### config.mk
export PLATFORM = sky130hd
export DESIGN_NAME = id_ex_stage
export DESIGN_NICKNAME = d
export VERILOG_FILES = /design/src/rtl/pipeline_pkg.sv /design/src/rtl/stall_fsm.sv /design/src/rtl/id_ex_stage.sv
export SDC_FILE = /design/constraint.sdc
export NUM_CORES = 1
export LEC_CHECK = 0
export BUFFER_PORTS_ARGS = -buffer_cell sky130_fd_sc_hd__buf_2
export CAP_MARGIN = 20
export CELL_PAD_IN_SITES_DETAIL_PLACEMENT = 1
export CELL_PAD_IN_SITES_GLOBAL_PLACEMENT = 2
export CORE_MARGIN = 5
export CORE_UTILIZATION = 26
export DETAILED_ROUTE_END_ITERATION = 12
export HOLD_SLACK_MARGIN = 0.03
export PLACE_DENSITY_LB_ADDON = 0.12
export SLEW_MARGIN = 15
export SYNTH_ARGS = -nofsm -noshare
export SYNTH_HDL_FRONTEND = slang
export SYNTH_SLANG_ARGS = --single-unit
### constraint.sdc
create_clock -name clk -period 3.8 [get_ports clk]
set_clock_uncertainty 0.1 [all_clocks]
set_input_delay 0.57 -clock clk [delete_from_list [all_inputs] [get_ports clk]]
set_output_delay 0.57 -clock clk [all_outputs]
set_load 0.005 [all_outputs]
### src/rtl/pipeline_pkg.sv
// rtl/pipeline_pkg.sv - shared control-bundle layout and stall FSM encodings
package pipeline_pkg;

    localparam int CTRL_W        = 8;

    // Control bundle bit positions
    localparam int CTRL_REGWRITE = 7;
    localparam int CTRL_MEMREAD  = 6;
    localparam int CTRL_MEMWRITE = 5;
    localparam int CTRL_ALUSRC   = 4;
    localparam int CTRL_ALUOP_HI = 3;
    localparam int CTRL_ALUOP_LO = 0;

    // Stall FSM state encodings
    localparam logic RUN   = 1'b0;
    localparam logic STALL = 1'b1;

    // Control value carried by a bubble
    localparam logic [CTRL_W-1:0] BUBBLE_CTRL = {CTRL_W{1'b0}};

endpackage

### src/rtl/stall_fsm.sv
// rtl/stall_fsm.sv - load-use stall sequencer producing the hold request
module stall_fsm #(
    parameter int STALL_CYCLES = 1
) (
    input  logic clk,
    input  logic rst,
    input  logic load_use_hazard,
    input  logic branch_flush,
    output logic hold
);
    import pipeline_pkg::*;

    localparam int CW = (STALL_CYCLES < 1) ? 1 : $clog2(STALL_CYCLES + 1);
    localparam logic [CW-1:0] CNT_LOAD = CW'(STALL_CYCLES - 1);
    localparam logic          MULTI    = (STALL_CYCLES > 1);

    logic          state;
    logic          state_nxt;
    logic [CW-1:0] cnt;
    logic [CW-1:0] cnt_nxt;

    // State and remaining-stall counter registers
    always_ff @(posedge clk) begin
        if (rst) begin
            state <= RUN;
            cnt   <= '0;
        end else begin
            state <= state_nxt;
            cnt   <= cnt_nxt;
        end
    end

    // Next state: a flush always wins; STALL ignores new hazards until it counts out
    always_comb begin
        state_nxt = state;
        cnt_nxt   = cnt;
        if (branch_flush) begin
            state_nxt = RUN;
            cnt_nxt   = '0;
        end else begin
            case (state)
                RUN: begin
                    if (load_use_hazard) begin
                        cnt_nxt   = CNT_LOAD;
                        state_nxt = MULTI ? STALL : RUN;
                    end
                end
                STALL: begin
                    cnt_nxt = cnt - CW'(1);
                    if (cnt == CW'(1)) begin
                        state_nxt = RUN;
                    end
                end
                default: begin
                    state_nxt = RUN;
                    cnt_nxt   = '0;
                end
            endcase
        end
    end

    // Hold output: first stall cycle comes straight from the hazard, later ones from STALL
    always_comb begin
        hold = 1'b0;
        if (!rst && !branch_flush) begin
            hold = ((state == RUN) && load_use_hazard) || (state == STALL);
        end
    end

endmodule

### src/rtl/id_ex_stage.sv
// rtl/id_ex_stage.sv - ID/EX pipeline register with load-use hold and branch flush
module id_ex_stage #(
    parameter int XLEN         = 32,
    parameter int CTRL_W       = 8,
    parameter int STALL_CYCLES = 1
) (
    input  logic              clk,
    input  logic              rst,
    input  logic              id_valid,
    input  logic [XLEN-1:0]   id_pc,
    input  logic [4:0]        id_rs1,
    input  logic [4:0]        id_rs2,
    input  logic [4:0]        id_rd,
    input  logic [XLEN-1:0]   id_rs1_data,
    input  logic [XLEN-1:0]   id_rs2_data,
    input  logic [XLEN-1:0]   id_imm,
    input  logic [CTRL_W-1:0] id_ctrl,
    input  logic              load_use_hazard,
    input  logic              branch_flush,
    output logic              ex_valid,
    output logic [XLEN-1:0]   ex_pc,
    output logic [XLEN-1:0]   ex_imm,
    output logic [4:0]        ex_rs1,
    output logic [4:0]        ex_rs2,
    output logic [4:0]        ex_rd,
    output logic [XLEN-1:0]   ex_rs1_data,
    output logic [XLEN-1:0]   ex_rs2_data,
    output logic [CTRL_W-1:0] ex_ctrl,
    output logic              ex_reg_write,
    output logic              ex_is_load,
    output logic              exmem_bubble,
    output logic              pc_stall,
    output logic              ifid_stall
);
    import pipeline_pkg::CTRL_REGWRITE;
    import pipeline_pkg::CTRL_MEMREAD;

    logic hold;

    stall_fsm #(
        .STALL_CYCLES (STALL_CYCLES)
    ) u_stall_fsm (
        .clk             (clk),
        .rst             (rst),
        .load_use_hazard (load_use_hazard),
        .branch_flush    (branch_flush),
        .hold            (hold)
    );

    assign pc_stall     = hold;
    assign ifid_stall   = hold;
    assign exmem_bubble = hold;

    // ID/EX register: reset and flush insert a bubble, hold freezes, otherwise capture ID
    always_ff @(posedge clk) begin
        if (rst || branch_flush) begin
            ex_valid    <= 1'b0;
            ex_pc       <= '0;
            ex_imm      <= '0;
            ex_rs1      <= '0;
            ex_rs2      <= '0;
            ex_rd       <= '0;
            ex_rs1_data <= '0;
            ex_rs2_data <= '0;
            ex_ctrl     <= '0;
        end else if (!hold) begin
            ex_valid    <= id_valid;
            ex_pc       <= id_pc;
            ex_imm      <= id_imm;
            ex_rs1      <= id_rs1;
            ex_rs2      <= id_rs2;
            ex_rd       <= id_rd;
            ex_rs1_data <= id_rs1_data;
            ex_rs2_data <= id_rs2_data;
            // An empty ID slot must not present a stale RegWrite/MemRead downstream
            ex_ctrl     <= id_valid ? id_ctrl : {CTRL_W{1'b0}};
        end
    end

    assign ex_reg_write = ex_ctrl[CTRL_REGWRITE] & ex_valid;
    assign ex_is_load   = ex_ctrl[CTRL_MEMREAD] & ex_valid;

endmodule

Word level (Yosys, flattened, before mapping)

Cells that the tools add are included.

Muxes and demuxes: 6
$add $sub $neg: 1
Equal/unequal tests: 1
Bitwise operators: 3
Reductions and logical operators: 7

Operator list:

| cell                                         | number |
|---|---|
| 8-bit 2-to-1 mux                             | 1 |
| 1-bit case mux with 2 select lines           | 2 |
| 1-bit 2-to-1 mux                             | 3 |
| 1-bit bitwise AND                            | 2 |
| 1-bit logical AND                            | 2 |
| 1-bit zero test                              | 2 |
| 1-bit logical OR                             | 2 |
| 2-bit inequality test, second input constant | 1 |
| 2-bit OR reduction                           | 1 |
| 1-bit NOT                                    | 1 |
| 1-bit subtractor, second input constant      | 1 |

Flip-flop bits (word level): 154
Input bits: 156

Logic depth before layout (Yosys ltp)

Word-level depth: 4
Gate-level depth with buffers: 5
Gate-level depth less buffers: 3

By module

A second synthesis with hierarchy kept.

Cell total of the unflattened synthesis: 513
Area total of the unflattened synthesis: 5571.6 um2

By module, submodules not included:

| module      | times used | area each (um2) | cells an instance |
|---|---|---|---|
| id_ex_stage | 1          | 5489.0          | 505 |
| stall_fsm   | 1          | 82.6            | 8 |

Worst setup path after synthesis

OpenSTA, ideal clock, no wires.

Kind: input-to-output
Start: in branch_flush
End: out ifid_stall
Setup slack: 1.685 ns
Arrival time: 1.445 ns
Stages: 3
Cells stage by stage: nor3_2 > clkbuf_1 > buf_4

Cells in the longest elaborated chain, start to end: 3

Ends and longest elaborated chain:

| item               | line              | text |
|---|---|---|
| start: declaration | id_ex_stage.sv:19 | `input logic branch_flush,` |
| 1-bit zero test    | stall_fsm.sv:65   | `if (!rst && !branch_flush) begin` |
| 1-bit logical AND  | stall_fsm.sv:65   |  |
| 1-bit 2-to-1 mux   | stall_fsm.sv:65   |  |
| end: declaration   | id_ex_stage.sv:33 | `output logic ifid_stall` |

Every way passes these cells.

Worst setup path after layout

Start: reg u_stall_fsm.state
End: out exmem_bubble

Cells in the longest elaborated chain, start to end: 4

Ends and longest elaborated chain:

| item                     | line              | text |
|---|---|---|
| start: declaration       | stall_fsm.sv:17   | `logic state;` |
| start signal: assignment | stall_fsm.sv:28   | `state <= state_nxt;` |
| 1-bit NOT                | stall_fsm.sv:66   | `hold = ((state == RUN) && load_use_hazard) \|\| (state == STALL);` |
| 1-bit logical AND        | stall_fsm.sv:66   |  |
| 1-bit logical OR *       | stall_fsm.sv:66   |  |
| 1-bit 2-to-1 mux *       | stall_fsm.sv:65   |  |
| end: declaration         | id_ex_stage.sv:31 | `output logic exmem_bubble,` |

Mark *: on every way between the ends. The rest lies on a longest branch, timed or not.

==> metrics.md <==
| Metric | Value |
|---|---|
| Status | completed |
| Routability-driven placement congestion ratio | around 0.76 |
| Setup_tns | 0 ns |
| Final global-route overflow total | 0 |
| Layout cell share with drive strength beyond 1 | around 53% |
| Util after Layout | around two fifths |
| Reg-to-reg setup timing slack | 1.87 ns |
| Clock latency on the worst-skew pair | around 0.40 ns |
| Layout Nets | a little over 800 |
| Hold buffers post-CTS | 0 |
| Post-route DRC | 0 |
| Htree depth | 4 |
| Root buffer cell | clkbuf_16 |
| Vias per inst | ~4.6 |
| Core outline area | 0.0174 mm2 |
| Post_cts resized | 0 |
| VDD IR-drop max | roughly 0.29 mV |
| Lkg Pwr | around 3.6 nW |
| Crit Path Class | flop to output port |
| First-pass GRT wire length | about 25 mm |
| Avg WL per Cell | about 19 um |
| Initial antenna violation count | 4 |
| Synth top area share | between 60% and 70% |
| Total Routing Usage GR | 15.6% |
| Vias | 4,121 |
| Final ANT Viol Nets | 0 |
| Post-CTS Setup Repair Bufs | 0 |
| Largest net degree at the start of global routing | 70 |
| Final HPWL DP | approximately 12 mm |
| Switch Pwr | 757 uW |
| Fin cells | slightly below 900 |
| Clock power frac | 47.8% |
| Ys Warns | 0 |
| Initial Utilization | around a quarter |
| CP startpoint kind | flop |
| Flop and latch count out of synthesis | 154 |
| RSZ-0062 raised after global routing | no |
| Post-Syn Instances | between 300 and 400 |
| Clk buf depth | 2 |
| Pre-CTS WS | 1.51 ns |
| Period Utilization, post-route | roughly three fifths |
| PD cells | 528 mW/mm2 |
| Initial drt markers | between 100 and 150 |
| # rows | 48 |
| Die width | 144 um |
| Final Critical Period | 2.21 ns |
| Worst R2R Path Depth | 5 |
| Register area share after synthesis | 66.5% |
| Post-Syn Nets | ~500 |
| Prevailing post-synth register cell | dfxtp_1 |
| Comb power frac | 6.4% |
| Hold Crit Class | input port to flop |
| EDFF count, synth | 0 |
| Die area | approximately 0.021 mm2 |
| Worst-margin pin slew | around 0.75 ns |
| Int Power | approximately 2.9 mW |
| Flop pwr share | 45.9% |
| Layout overhead on the synthesized area | 50.9% |
| Vias in the first global route | ~4,400 |
| Fin Hold WS | between 0.2 and 0.3 ns |
| Area contributors post-synth | dfxtp_1, a22o_1, buf_2, clkbuf_1, nor4_4 |
| Setup-failing EPs final | 0 |
| Yosys top cell by area | dfxtp_1 |
| CP required | 3.13 ns |
| Slew margin rel. | approximately half |
| Max-cap violations | 0 |
| Hold path cells | 2 |
| Clk slew on worst S/H paths | roughly 0.06 ns |
| Worst Path Arrival | roughly 1.5 ns |
| Die H | around 140 um |
| Post-synthesis average cell area | 13.3 um2 |
| Most numerous cell in the Yosys netlist | dfxtp_1 |
| Cell variety after synth | 11 |
| Synthesized area | roughly 0.0046 mm2 |
| CTS tree | yes |
| CP endpoint kind | output port |
| Asr flop ratio synth | 0% |
| Fin. Hold Viols | 0 |
| Crit path setup slack, layout | around 1.6 ns |
| CTS buffer count | 17 |
| Pins Over Slew Limit | 0 |
| Routed WL | around 16 mm |
| Max Fanout on Critical Path | 33 |
| I/O pin total | about 310 |
| Port bufs | about 310 |
| Num Clock Sinks | around 150 |
| Placed cells | around 860 |
| Sw frac | between 20% and 30% |
| Top cells by count, synth | dfxtp_1, a22o_1, buf_2, clkbuf_1, and2_1 |
| FMAX | 452 MHz |
| TritonRoute pass-1 iters | 4 |
[area by class of cell]
class	instances	area (um2)
fill	1971	10400
sequential	154	3080
timing repair buffer	318	1610
multi-input combinational	160	1410
clock buffer	22	474
tap	225	282
clock inverter	8	143
antenna	2	5.00
[power by group through the flow]
stage	Combinational [mW]	Sequential, mW	Clock [mW]
final	0.235	1.69	1.76
after global routing	0.263	1.70	1.89
after CTS	0.242	1.69	1.82
after detailed placement	0.241	1.73	0
after global placement	0.237	1.73	0
after floorplan	0.0767	1.73	0
[worst paths after layout]
path	from	to
worst max-delay path	u_stall_fsm.state$_SDFF_PP0_	exmem_bubble
worst min-delay path	id_rs2_data[12]	ex_rs2_data[12]$_SDFFE_PP0N_
worst max register to register	u_stall_fsm.state$_SDFF_PP0_	ex_pc[20]$_SDFFE_PP0N_
worst min register to register	u_stall_fsm.cnt$_SDFFE_PP0P_	u_stall_fsm.state$_SDFF_PP0_
[registers in the layout, summed over array words and instances, names as in the netlist]
signal / flops
ex_valid: 1
ex_rs1_data: 32
u_stall_fsm.cnt: 1
ex_imm: 32
ex_rs1: 5
ex_pc: 32
ex_rs2_data: 32
ex_ctrl: 8
ex_rd: 5
ex_rs2: 5
u_stall_fsm.state: 1
[logic make-up after synthesis]
logic type,synth area share [%]
buffers and inverters,3.35
flip-flops,66.5
AO/OA/AOI/OAI,28.8
AND/OR/NAND/NOR,1.35
[through the flow]
step | cell area, um2 | power (mW)
finish | 7000 | 3.69
global route | 7000 | 3.85
CTS | 6990 | 3.75
detailed placement | 6380 | 1.97
global placement | 6380 | 1.96
floorplan | 4640 | 1.81
[per-layer routing]
| layer | part of all wire, % | up-vias | global-route usage, % | wire length, um |
|---|---|---|---|---|
| met3 | 12 | 28 | 8.05 | 2020 |
| met4 | 2.2 | 6 | 6.44 | 369 |
| met5 | 0.25 | - | 0 | 41 |
| met2 | 47 | 210 | 25.2 | 7700 |
| met1 | 39 | 1930 | 17.3 | 6360 |
| li1 | - | 1947 | - | - |
[critical path, stage by stage (launching register included)]
cell and delay (ns):
dfxtp_1 0.38, nor2_1 0.09, nor3_4 0.12, buf_4 0.35, buf_2 0.19
[placed cells by master, fill, tap and decap left out, drive strengths merged, types with 2 or more instances in the layout]
| cell | netlist | layout |
|---|---|---|
| bufinv | 0 | 4 |
| a22o | 151 | 151 |
| a21o | 2 | 2 |
| and2 | 3 | 3 |
| dfxtp | 154 | 154 |
| diode | 0 | 2 |
| clkbuf | 16 | 22 |
| buf | 18 | 318 |
| clkinv | 0 | 3 |
(Power assumes the default switching activity.)
